`config.mk`:
```
export PLATFORM = sky130hd
export DESIGN_NAME = bcd_scan_driver
export DESIGN_NICKNAME = d
export VERILOG_FILES = /design/src/rtl/display_pkg.sv /design/src/rtl/bin2bcd_seq.sv /design/src/rtl/bcd_scan_driver.sv
export SDC_FILE = /design/constraint.sdc
export NUM_CORES = 1
export LEC_CHECK = 0
export ABC_AREA = 1
export CAP_MARGIN = 15
export CORE_ASPECT_RATIO = 0.5
export CORE_UTILIZATION = 39
export CTS_CLUSTER_SIZE = 8
export DETAILED_ROUTE_END_ITERATION = 8
export GPL_ROUTABILITY_DRIVEN = 0
export PLACE_DENSITY = 0.63
export SYNTH_ARGS = -nofsm -noshare
export SYNTH_HDL_FRONTEND = slang
export SYNTH_HIERARCHICAL = 1
export SYNTH_SLANG_ARGS = --single-unit
```
`constraint.sdc`:
```
create_clock -name clk -period 1.95 [get_ports clk]
set_clock_uncertainty 0.2 [all_clocks]
set_input_delay 0.2925 -clock clk [delete_from_list [all_inputs] [get_ports clk]]
set_output_delay 0.2925 -clock clk [all_outputs]
set_load 0.05 [all_outputs]
```
`src/rtl/display_pkg.sv`:
```
// display_pkg: shared types and constants for the multiplexed BCD display path.
//   DEF_NUM_DIGITS : default digit count for the converter and scan driver
//   BCD_BLANK      : code the downstream 7-segment decoder renders as all-off
//   bcd_digit_t    : one BCD digit
//   conv_state_e   : binary-to-BCD conversion FSM states
//   pow10()        : elaboration-time power of ten for range checks
package display_pkg;

  localparam int unsigned DEF_NUM_DIGITS = 4;
  localparam logic [3:0]  BCD_BLANK      = 4'hF;

  typedef logic [3:0] bcd_digit_t;

  typedef enum logic [1:0] {
    IDLE   = 2'd0,
    CONV   = 2'd1,
    COMMIT = 2'd2
  } conv_state_e;

  function automatic int unsigned pow10(input int unsigned n);
    int unsigned r;
    r = 1;
    for (int unsigned i = 0; i < n; i++) r = r * 10;
    return r;
  endfunction

endpackage

```
`src/rtl/bin2bcd_seq.sv`:
```
// bin2bcd_seq: sequential shift-add-3 (double-dabble) binary to BCD converter.
// One bit is processed per clock: BIN_WIDTH CONV cycles, then one COMMIT cycle.
// Ports:
//   clk, reset : rising-edge clock, synchronous active-high reset
//   bin_i      : binary value, captured when load_i is seen in IDLE
//   load_i     : start request, ignored while busy_o is high
//   busy_o     : FSM not in IDLE
//   valid_o    : high during the COMMIT cycle; bcd_o/ovf_o are final then
//   ovf_o      : captured value exceeded 10^NUM_DIGITS-1
//   bcd_o      : NUM_DIGITS packed BCD digits, digit 0 in bits [3:0]
module bin2bcd_seq
  import display_pkg::*;
#(
  parameter int unsigned NUM_DIGITS = DEF_NUM_DIGITS,
  parameter int unsigned BIN_WIDTH  = 14
) (
  input  logic                    clk,
  input  logic                    reset,
  input  logic [BIN_WIDTH-1:0]    bin_i,
  input  logic                    load_i,
  output logic                    busy_o,
  output logic                    valid_o,
  output logic                    ovf_o,
  output logic [4*NUM_DIGITS-1:0] bcd_o
);

  localparam int unsigned         BCD_W    = 4 * NUM_DIGITS;
  localparam int unsigned         CNT_W    = $clog2(BIN_WIDTH + 1);
  localparam logic [CNT_W-1:0]    CNT_INIT = CNT_W'(BIN_WIDTH - 1);
  localparam int unsigned         MAX_VAL  = pow10(NUM_DIGITS) - 1;

  conv_state_e        r_state;
  logic [BCD_W-1:0]   r_bcd;
  logic [BIN_WIDTH-1:0] r_bin;
  logic [CNT_W-1:0]   r_cnt;
  logic               r_ovf;
  logic [BCD_W-1:0]   w_adj;

  // Add-3 correction on every nibble >= 5 ahead of the shift.
  always_comb begin
    w_adj = r_bcd;
    for (int unsigned i = 0; i < NUM_DIGITS; i++) begin
      if (r_bcd[4*i +: 4] >= 4'd5) w_adj[4*i +: 4] = r_bcd[4*i +: 4] + 4'd3;
    end
  end

  always_ff @(posedge clk) begin
    if (reset) begin
      r_state <= IDLE;
      r_bcd   <= '0;
      r_bin   <= '0;
      r_cnt   <= '0;
      r_ovf   <= 1'b0;
    end else begin
      case (r_state)
        IDLE: begin
          if (load_i) begin
            r_state <= CONV;
            r_bin   <= bin_i;
            r_bcd   <= '0;
            r_cnt   <= CNT_INIT;
            r_ovf   <= (32'(bin_i) > MAX_VAL);
          end
        end
        CONV: begin
          r_bcd <= {w_adj[BCD_W-2:0], r_bin[BIN_WIDTH-1]};
          r_bin <= {r_bin[BIN_WIDTH-2:0], 1'b0};
          r_cnt <= r_cnt - CNT_W'(1);
          if (r_cnt == '0) r_state <= COMMIT;
        end
        COMMIT:  r_state <= IDLE;
        default: r_state <= IDLE;
      endcase
    end
  end

  assign busy_o  = (r_state != IDLE);
  assign valid_o = (r_state == COMMIT);
  assign ovf_o   = r_ovf;
  // Out-of-range input saturates to all nines regardless of shift result.
  assign bcd_o   = r_ovf ? {NUM_DIGITS{4'd9}} : r_bcd;

endmodule

```
`src/rtl/bcd_scan_driver.sv`:
```
// bcd_scan_driver: converts a binary value to BCD digits and time-multiplexes
// them onto one 4-bit bus with active-low one-hot anode enables.
// Optional build macro LEADING_ZERO_BLANK_EN: when defined, leading zero
// digits (except digit 0) are driven as BCD_BLANK on bcd_o.
// Ports:
//   clk, reset : rising-edge clock, synchronous active-high reset
//   bin_i      : binary value to display
//   load_i     : conversion request, sampled only while idle
//   busy_o     : conversion in progress
//   done_o     : one-cycle pulse on the first cycle new digits are shown
//   ovf_o      : last committed value was out of range (shown as all nines)
//   bcd_o      : BCD code of the digit currently enabled
//   an_o       : active-low one-hot digit enable, bit 0 = least significant
module bcd_scan_driver
  import display_pkg::*;
#(
  parameter int unsigned NUM_DIGITS  = DEF_NUM_DIGITS,
  parameter int unsigned BIN_WIDTH   = 14,
  parameter int unsigned REFRESH_DIV = 100000
) (
  input  logic                  clk,
  input  logic                  reset,
  input  logic [BIN_WIDTH-1:0]  bin_i,
  input  logic                  load_i,
  output logic                  busy_o,
  output logic                  done_o,
  output logic                  ovf_o,
  output logic [3:0]            bcd_o,
  output logic [NUM_DIGITS-1:0] an_o
);

  localparam int unsigned    RW       = (REFRESH_DIV > 1) ? $clog2(REFRESH_DIV) : 1;
  localparam int unsigned    IW       = (NUM_DIGITS > 1) ? $clog2(NUM_DIGITS) : 1;
  localparam logic [RW-1:0]  REF_LAST = RW'(REFRESH_DIV - 1);
  localparam logic [IW-1:0]  IDX_LAST = IW'(NUM_DIGITS - 1);

  logic                    w_valid;
  logic                    w_ovf;
  logic [4*NUM_DIGITS-1:0] w_bcd;

  bcd_digit_t [NUM_DIGITS-1:0] r_digits;
  logic                        r_done;
  logic                        r_ovf;
  logic [RW-1:0]               r_refresh;
  logic [IW-1:0]               r_idx;

  bcd_digit_t                  w_digit;
  logic [NUM_DIGITS-1:0]       w_an;

  bin2bcd_seq #(
    .NUM_DIGITS (NUM_DIGITS),
    .BIN_WIDTH  (BIN_WIDTH)
  ) u_conv (
    .clk     (clk),
    .reset   (reset),
    .bin_i   (bin_i),
    .load_i  (load_i),
    .busy_o  (busy_o),
    .valid_o (w_valid),
    .ovf_o   (w_ovf),
    .bcd_o   (w_bcd)
  );

  // Committed digits only change on the COMMIT cycle, so the scan never
  // shows a partially converted value.
  always_ff @(posedge clk) begin
    if (reset) begin
      r_digits <= '0;
      r_done   <= 1'b0;
      r_ovf    <= 1'b0;
    end else begin
      r_done <= w_valid;
      if (w_valid) begin
        r_digits <= w_bcd;
        r_ovf    <= w_ovf;
      end
    end
  end

  always_ff @(posedge clk) begin
    if (reset) begin
      r_refresh <= '0;
      r_idx     <= '0;
    end else if (r_refresh == REF_LAST) begin
      r_refresh <= '0;
      r_idx     <= (r_idx == IDX_LAST) ? '0 : r_idx + IW'(1);
    end else begin
      r_refresh <= r_refresh + RW'(1);
    end
  end

  always_comb begin
    w_an        = '1;
    w_an[r_idx] = 1'b0;
    w_digit     = r_digits[r_idx];
  end

`ifdef LEADING_ZERO_BLANK_EN
  logic [NUM_DIGITS-1:0] w_lz;

  // w_lz[i]: digit i and every digit above it are zero. Digit 0 never blanks.
  always_comb begin
    logic w_zero_run;
    w_zero_run = 1'b1;
    w_lz       = '0;
    for (int unsigned k = 1; k < NUM_DIGITS; k++) begin
      w_zero_run           = w_zero_run && (r_digits[NUM_DIGITS-k] == 4'd0);
      w_lz[NUM_DIGITS-k]   = w_zero_run;
    end
  end

  assign bcd_o = w_lz[r_idx] ? BCD_BLANK : w_digit;
`else
  assign bcd_o = w_digit;
`endif

  assign an_o   = w_an;
  assign done_o = r_done;
  assign ovf_o  = r_ovf;

endmodule

```
==> qor.txt, run 1 <==
Hold-fix buffers, CTS -> 0
CTS tree -> done
FMAX -> 537 MHz
met3 WL -> 321 µm
Ys Warns -> 6
Pleak -> 2.05 nW
CP Launch Point -> r_idx[0]$_SDFFE_PP0N_
total power -> 3.57 mW
Clock Sinks -> 74
Tmin final -> 1.86 ns
Critical Path End Type -> primary output
Critical R2R Launch -> r_refresh[0]$_SDFF_PP0_
type of origin of the critical path -> flop
top-level port count -> 28
actual slew at the worst max-slew pin -> 0.564 ns
syn_nets -> 614
layout cells sized above 1 -> 8.14%
CP Buf/Inv Count -> 2
Starting Density -> 40.2%
antenna cell count -> 0
Tcrit/Tclk final -> 95.4%
Seq cells post-synth -> 74
met1 wire length -> 4.27 mm
max-slew violations -> 0
worst hold path type -> reg -> reg
P&R area growth vs syn -> 19.8%
Syn Std Cell Area -> 3810 µm²
crit path kind -> reg -> out
clock latency at the later pin of the worst-skew pair -> 0.33 ns
largest net degree at the start of global routing -> 34
Final Hold Viols -> 0
met2 routed WL -> 3.58 mm
CP peak stage delay -> 0.32 ns
relative slew slack -> 62.3%
row count -> 25
initial antenna violation count -> 0
DP Worst Slack -> 0.0925 ns
flop-to-flop setup slack -> 0.34 ns
H-tree depth -> 3
vias in the first global route -> 3102
Die ar. -> 10200 µm²
vias per cell -> 4.68
final worst slack -> 0.0895 ns
Worst EP arrival -> 1.37 ns
Post-DRT Antenna Nets -> 0
Max Cap Viol -> 0
Post-CTS Resized -> 1
Die Wd -> 142 µm
pwr dens -> 781 nW/µm²
Netlist cell types -> 31
Clk pin slew, worst setup/hold paths -> 0.05 ns
WP data required -> 1.46 ns
Core ar. -> 9480 µm²
clk buf depth -> 2
die height -> 71.9 µm
post-synthesis sequential area ratio -> 38.8%
setup tns final -> 0 ns
worst r2r path cells -> 8
GRT overflow -> 0
WL final -> 8.23 mm
drt drc -> 0
delay-heaviest family, CP -> buffers and inverters
Mean Syn Cell Area -> 6.54 µm²
FF-to-FF End -> r_idx[0]$_SDFFE_PP0N_
area of the multi-input gates -> 2020 µm²
FF/Latch Area -> 1480 µm²
highest routed layer -> met4
Setup violations, final -> 0
Fill cells -> 970
post-CTS setup buffers -> 0
Via Count -> 3503
Worst Path Max Fanout -> 11
status -> finished clean
dpl hpwl -> 5.66 mm
RSZ-0062 raised after global routing -> no
worst vdd ir -> 0.000335 V
Pre-antenna DRT Iters -> 5
Most common cell on crit path -> buf_4
TritonCTS buffer count -> 9
CP max-delay cell -> dfxtp_1
port buffer count -> 27
Syn Inst Count -> 583
Setup crit end -> bcd_o[0]
fin nets -> 640
1st-iter DRT viols -> 154
first-pass GRT wire length -> 13.8 mm
critical path, cell by cell -> buf_4 -> o21ai_0 -> o22ai_2 -> buf_4
Routed WL per cell -> 11.0 µm
Crit path depth -> 4
GRT Total Usage -> 16.9%
CTS root buf -> clkbuf_16
-- cells in the final DEF (no fill, tap or decap) --
cell / n
bufinv_16: 1
clkbuf_1: 1
nand3_1: 33
clkbuf_16: 9
xor2_1: 2
dlymetal6s2s_1: 1
o21ai_0: 43
nor2_1: 100
nand4_1: 12
nand2_1: 154
clkinv_2: 5
buf_4: 13
nor3_2: 1
dfxtp_1: 73
clkinv_1: 1
nor2_4: 1
clkinvlp_4: 1
dfxtp_2: 1
nand3_2: 2
nand3b_1: 1
a21oi_1: 40
or2_0: 1
or2_2: 1
inv_2: 3
a22oi_1: 1
ha_1: 14
xnor2_1: 3
buf_12: 5
nand2_4: 1
o21ai_1: 8
o22ai_2: 4
nor3_1: 1
nor2_2: 1
clkdlybuf4s50_1: 16
o21ai_2: 1
inv_1: 59
-- cell families after synthesis --
logic type / count (synthesis) / synth area share [%]
XOR/XNOR: 5 / 1.15
flip-flops: 74 / 38.8
AND/OR/NAND/NOR: 309 / 33.5
AO/OA/AOI/OAI: 97 / 13.0
buffers and inverters: 84 / 8.89
adder cells (fa/ha/maj): 14 / 4.59
-- worst min path at each step --
stage | startpoint | to | slack (ns) | depth (start not counted)
after floorplan | reset | u_conv/r_bcd[9]$_SDFFE_PP0P_ | 0.16 | 1
after global placement | r_refresh[0]$_SDFF_PP0_ | r_refresh[0]$_SDFF_PP0_ | 0.23 | 1
after detailed placement | r_refresh[0]$_SDFF_PP0_ | r_refresh[0]$_SDFF_PP0_ | 0.24 | 1
after CTS | r_refresh[0]$_SDFF_PP0_ | r_refresh[0]$_SDFF_PP0_ | 0.26 | 1
after global routing | r_refresh[0]$_SDFF_PP0_ | r_refresh[0]$_SDFF_PP0_ | 0.27 | 1
final | r_refresh[0]$_SDFF_PP0_ | r_refresh[0]$_SDFF_PP0_ | 0.25 | 1
-- Yosys cell counts (all sizes together) --
master  number  area [µm²]
o21ai       52         264
or2          2        12.5
nand2      155         589
nor2       102         393
xor2         2        17.5
a22oi        1        7.51
inv         62         233
dfxtp       74        1480
ha          14         175
nand4       12        75.1
clkinv       2        7.51
a21oi       40         200
nor3         2        15.0
clkbuf      11        45.0
nand3b       1        7.51
buf          9        53.8
xnor2        3        26.3
o22ai        4        25.0
nand3       35         185
-- layer usage --
layer | GRT usage [%] | vias to the layer above
li1 | - | 1912
met1 | 21.6 | 1523
met2 | 28.1 | 63
met3 | 4.62 | 5
met4 | 5.02 | 0
met5 | 0 | -
-- registers in the layout (all words and copies together) (netlist names) --
name / count
u_conv/ovf_o: 1
u_conv/r_bin: 14
ovf_o: 1
u_conv/r_cnt: 4
u_conv/r_state: 2
done_o: 1
r_digits: 16
r_refresh: 17
u_conv/r_bcd: 16
r_idx: 2
-- metrics by stage --
stage,hold slack [ns],util (%),cells,instance area (µm²)
global placement,0.229,45.1,733,4280
detailed placement,0.244,45.1,733,4280
floorplan,0.162,-,583,3840
global route,0.271,48.2,749,4570
CTS,0.256,48.2,749,4560
finish,0.246,48.2,749,4570
-- where the power goes --
part	leakage, nW	switching [mW]	internal [mW]
Sequential	0.601	0.0372	1.57
Clock	0.142	0.615	0.981
Combinational	1.31	0.226	0.134
Total	2.05	0.878	2.69
-- area by class of cell --
cell class	count	area share, %
well taps	135	3.70
flip-flops and latches	74	32.5
repair buffers	35	8.11
inverters	64	5.29
clock inverters	6	1.26
multi-input cells	425	44.2
clock buffers	10	5.01
-- worst reg2reg max path: stages, from the launching register on --
cell and delay (ns):
dfxtp_1 0.35, ha_1 0.22, nand2_1 0.10, nor2_1 0.14, nand2_1 0.07, nor2_1 0.21
nand3_1 0.11, nand2_1 0.07, nor2_1 0.05
Note: power is estimated with default switching activity, not from simulation.
==> run 2, diff against run 1 <==
ABC_AREA = unset   (was 1)
DONT_BUFFER_PORTS = 1   (was unset)
PLACE_DENSITY = 0.59   (was 0.63)
SETUP_SLACK_MARGIN = 0.15   (was unset)
==> qor.txt, run 2 <==
status -> finished clean
clock latency at the later pin of the worst-skew pair -> 0.34 ns
CP Buf/Inv Count -> 0
Worst Path Max Fanout -> 5
setup tns final -> 0 ns
CTS root buf -> clkbuf_16
first-pass GRT wire length -> 12.8 mm
post-synthesis sequential area ratio -> 39.9%
drt drc -> 0
commonest cells in the netlist -> dfxtp_1, nor2_1, mux2i_1, nand2_1, inv_1
hold_ws -> 0.0179 ns
Pleak -> 1.65 nW
Core ar. -> 8980 µm²
leading area contributor after synthesis -> dfxtp_1
DP Worst Slack -> 0.101 ns
Area contributors post-synth -> dfxtp_1, nor2_1, mux2i_1
vias per cell -> 5.10
max-slew violations -> 0
Clock Sinks -> 74
Post-DRT Antenna Nets -> 0
type of origin of the critical path -> flop
WP data required -> 1.46 ns
pwr dens -> 851 nW/µm²
GRT Total Usage -> 16.8%
TritonCTS buffer count -> 9
initial antenna violation count -> 0
final worst slack -> 0.0448 ns
Worst EP arrival -> 1.41 ns
Syn Std Cell Area -> 3710 µm²
Post-synth EDFFs -> 0
Mean Syn Cell Area -> 9.29 µm²
Tmin final -> 1.91 ns
syn_nets -> 431
most common cell after layout, fill and taps aside -> dfxtp_1
clk buf depth -> 2
Die ar. -> 9940 µm²
GRT overflow -> 0
FMAX -> 525 MHz
crit path kind -> reg -> out
die height -> 71.0 µm
1st-iter DRT viols -> 122
Die Wd -> 140 µm
Final Hold Viols -> 0
Max Cap Viol -> 0
Critical Path End Type -> primary output
Biggest register -> r_refresh
largest net degree at the start of global routing -> 48
Routed WL per cell -> 14.3 µm
delay-heaviest family, CP -> multiplexers
actual slew at the worst max-slew pin -> 0.556 ns
Clk pin slew, worst setup/hold paths -> 0.05 ns
port buffer count -> 0
WL final -> 7.82 mm
worst vdd ir -> 0.000450 V
H-tree depth -> 3
Tcrit/Tclk final -> 97.7%
Pre-antenna DRT Iters -> 4
worst hold path type -> in -> reg
relative slew slack -> 62.9%
Starting Density -> 41.4%
vias in the first global route -> 2607
Setup violations, final -> 0
CP peak stage delay -> 0.69 ns
row count -> 24
most frequent cell after synthesis -> dfxtp_1
Seq cells post-synth -> 74
Async S/R FF share, synth -> 0%
layout cells sized above 1 -> 25.3%
Regs by FF count -> r_refresh: 17 flops, r_digits: 16 flops, u_conv/r_bcd: 16 flops
critical path, cell by cell -> mux4_2
top cell type's share of synthesized area -> 39.9%
Via Count -> 2795
Netlist cell types -> 42
CP max-delay cell -> mux4_2
commonest non-fill, non-tap cells in the layout -> dfxtp_1, nor2_1, mux2i_1, nand2_1
RSZ-0062 raised after global routing -> yes
Ys Warns -> 6
Syn Inst Count -> 400
Synth Flop Type -> dfxtp_1
fin nets -> 457
antenna cell count -> 0
P&R area growth vs syn -> 23.0%
top-level port count -> 28
max reg flops -> 17
dpl hpwl -> 4.90 mm
CTS tree -> done
## run 2: final cells by class
| class | count | area (µm²) |
|---|---|---|
| multi-input combinational | 283 | 2100 |
| sequential | 74 | 1500 |
| timing repair buffer | 39 | 417 |
| clock buffer | 11 | 233 |
| fill | 821 | 4410 |
| tap | 117 | 146 |
| clock inverter | 5 | 103 |
| inverter | 19 | 78.8 |
## run 2: routing by layer
metal,GRT usage (%),up-vias,share of wire [%]
met4,7.20,0,0.73
li1,-,1415,-
met5,0,-,0
met2,25.0,43,45
met1,22.6,1330,51
met3,4.94,7,3.6
## run 2: metrics by stage
step	cell area, µm²	std cells	total power [mW]	util, %
2_1_floorplan	3720	400	1.95	-
3_3_place_gp	3870	513	1.97	43.1
3_5_place_dp	3870	513	1.97	43.1
4_1_cts	4420	545	3.92	49.3
5_1_grt	4570	548	4.06	50.9
6_report	4570	548	3.89	50.9
## run 2: final timing paths
kind | startpoint | endpoint | slack, ns | cells past startpoint
max | r_idx[0]$_SDFFE_PP0N_ | bcd_o[2] | 0.04 | 1
max reg2reg | r_refresh[13]$_SDFF_PP0_ | r_idx[0]$_SDFFE_PP0N_ | 0.12 | 5
min | load_i | u_conv/ovf_o$_SDFFE_PP0P_ | 0.02 | 3
min reg2reg | u_conv/r_bcd[13]$_SDFFE_PP0P_ | u_conv/r_bcd[13]$_SDFFE_PP0P_ | 0.29 | 1
## run 2: power by group
| part | internal (mW) | leakage [nW] | switching [mW] |
|---|---|---|---|
| logic | 0.179 | 0.884 | 0.219 |
| clock network | 1.25 | 0.160 | 0.626 |
| registers | 1.57 | 0.605 | 0.0483 |
## run 2: cells by family after synthesis
logic type      Yosys count  share of synthesized area [%]
compound gates           50                           11.0
xor+xnor                 22                           5.19
fa+ha+maj                14                           4.72
buf+inv                  43                           7.04
flops                    74                           39.9
mux                      27                           8.62
simple gates            170                           23.5
## run 2: worst reg2reg max path, cell delays in order, from the launching register on
cell and delay [ns]:
dfxtp_2 0.32, or4b_4 0.54, nor4_4 0.24, buf_4 0.17, mux2i_1 0.17, nor2_1 0.06
## run 2: timing repair
item / 4_1_cts / 5_1_grt
setup endpoints to repair: 27 / 29
pin swaps: 1 / 11
buffers inserted: 0 / 2
hold buffers: 16 / 0
cloned: 0 / 1
resized for setup: 16 / 28
endpoints found under the hold margin: 46 / 0
==> run 3, diff against run 2 <==
CTS_CLUSTER_DIAMETER = 50   (was unset)
GPL_TIMING_DRIVEN = 0   (was unset)
SETUP_SLACK_MARGIN = 0.4   (was 0.15)
==> qor.txt, run 3 (synthesized netlist as in run 2, its figures left out) <==
status -> finished with violations
violated checks -> negative setup slack
FMAX -> 505 MHz
Hold Path Depth -> 3
TritonCTS buffer count -> 9
GRT Total Usage -> 17.8%
busiest layer in global routing -> met2
GRT overflow -> 0
Critical Path End Type -> primary output
antenna cell count -> 0
RSZ-0062 raised after global routing -> yes
actual slew at the worst max-slew pin -> 0.721 ns
first-pass GRT wire length -> 13.6 mm
1st-iter DRT viols -> 111
H-tree depth -> 3
P&R area growth vs syn -> 36.1%
FF-to-FF End -> r_refresh[14]$_SDFF_PP0_
Starting Density -> 41.4%
fin nets -> 486
relative slew slack -> 51.9%
Fill cells -> 808
port buffer count -> 0
max reg flops -> 17
Post-DRT Antenna Nets -> 0
HP Start -> load_i
clock latency at the later pin of the worst-skew pair -> 0.33 ns
pwr dens -> 746 nW/µm²
Pre-antenna DRT Iters -> 4
Setup violations, final -> 4
largest net degree at the start of global routing -> 12
met2 usage -> 27.8%
top-level port count -> 28
worst vdd ir -> 0.000460 V
layout cells sized above 1 -> 37.5%
WP data required -> 1.46 ns
Clock Sinks -> 74
Regs by FF count -> r_refresh: 17 flops, r_digits: 16 flops, u_conv/r_bcd: 16 flops
Tmin final -> 1.98 ns
type of origin of the critical path -> flop
vias per cell -> 5.07
commonest non-fill, non-tap cells in the layout -> nor2_1, dfxtp_1, mux2i_1, xnor2_1, buf_4
Via Count -> 2922
Final Hold Viols -> 0
row count -> 24
most common cell after layout, fill and taps aside -> nor2_1
drt drc -> 0
vias in the first global route -> 2665
Biggest register -> r_refresh
Clk pin slew, worst setup/hold paths -> 0.06 ns
hold path endpoint -> u_conv/ovf_o$_SDFFE_PP0P_
Tcrit/Tclk final -> 102%
Worst Path Max Fanout -> 6
WL final -> 8.68 mm
Max Cap Viol -> 0
setup tns final -> -0.109 ns
max-slew violations -> 0
Routed WL per cell -> 15.1 µm
Pleak -> 1.84 nW
Worst EP arrival -> 1.49 ns
initial antenna violation count -> 0
grt met3 use -> 5.35%
GRT met1 Usage -> 24.0%
worst hold path type -> in -> reg
Critical R2R Launch -> r_refresh[13]$_SDFF_PP0_
worst r2r path cells -> 6
CTS root buf -> clkbuf_16
clk buf depth -> 2
dpl hpwl -> 5.28 mm
final worst slack -> -0.0295 ns
Die ar. -> 9940 µm²
flop-to-flop setup slack -> 0 ns
CTS tree -> done
Core ar. -> 8980 µm²
total power -> 3.77 mW
crit path kind -> reg -> out
die height -> 71.0 µm
Die Wd -> 140 µm
run 3: cell types whose count changed in the layout (fill, tap and decap cells not counted), sizes merged:
cell / change
clkbuf: +9
buf: +20
bufinv: -2
dlygate4sd3: +1
clkinv: +1
inv: -2
clkinvlp: +1
run 3: metal layers:
| layer | share of wire, % | vias up |
|---|---|---|
| li1 | - | 1485 |
| met1 | 50 | 1384 |
| met2 | 46 | 45 |
| met3 | 3.4 | 8 |
| met4 | 0.70 | 0 |
| met5 | 0 | - |
run 3: final cells by class:
class	count	area, µm²	share of cell area, %
Tap cell	117	146	2.89
Inverter	19	98.8	1.95
Sequential cell	74	1510	29.9
Clock buffer	12	246	4.87
Buffer	24	264	5.22
Clock inverter	3	40.0	0.792
Multi-Input combinational cell	283	2290	45.3
Timing Repair Buffer	44	459	9.08
run 3: worst max path at each step:
| stage | startpoint | end | slack, ns |
|---|---|---|---|
| final | r_idx[0]$_SDFFE_PP0N_ | bcd_o[2] | -0.03 |
| after global routing | r_idx[0]$_SDFFE_PP0N_ | bcd_o[2] | -0.07 |
| after CTS | r_idx[0]$_SDFFE_PP0N_ | bcd_o[2] | -0.05 |
| after detailed placement | r_refresh[1]$_SDFF_PP0_ | r_refresh[9]$_SDFF_PP0_ | -0.22 |
| after global placement | r_refresh[1]$_SDFF_PP0_ | r_refresh[14]$_SDFF_PP0_ | -0.23 |
| after floorplan | r_refresh[14]$_SDFF_PP0_ | r_refresh[14]$_SDFF_PP0_ | 0.03 |
run 3: repair_timing:
item                                    in CTS  in global routing
endpoints found under the setup margin      50                 69
buffers inserted                            16                 10
gates cloned                                 0                  2
endpoints found under the hold margin       16                  0
hold buffers                                16                  0
resized for setup                           47                 82
pin swaps                                   13                 22
run 3: metrics by stage:
step | area, µm² | setup slack, ns | hold slack, ns | std cells | utilization [%]
after floorplan | 3750 | 0.0270 | 0.164 | 400 | -
after global placement | 3890 | -0.230 | 0.191 | 517 | 43.4
after detailed placement | 3890 | -0.217 | 0.189 | 517 | 43.4
after CTS | 4640 | -0.0476 | 0.0421 | 564 | 51.7
after global routing | 5060 | -0.0733 | 0.0554 | 576 | 56.3
final | 5060 | -0.0295 | 0.0458 | 576 | 56.3
run 3: power breakdown:
group | total, mW | leakage (nW) | internal [mW] | switching (mW)
combinational | 0.539 | 1.09 | 0.270 | 0.269
sequential | 1.61 | 0.611 | 1.57 | 0.0476
clock | 1.62 | 0.142 | 1.01 | 0.604
run 3: worst max-delay path, stage by stage (launching register included):
cell and delay, ns:
dfxtp_2 0.34, clkbuf_16 0.15, mux4_2 0.66
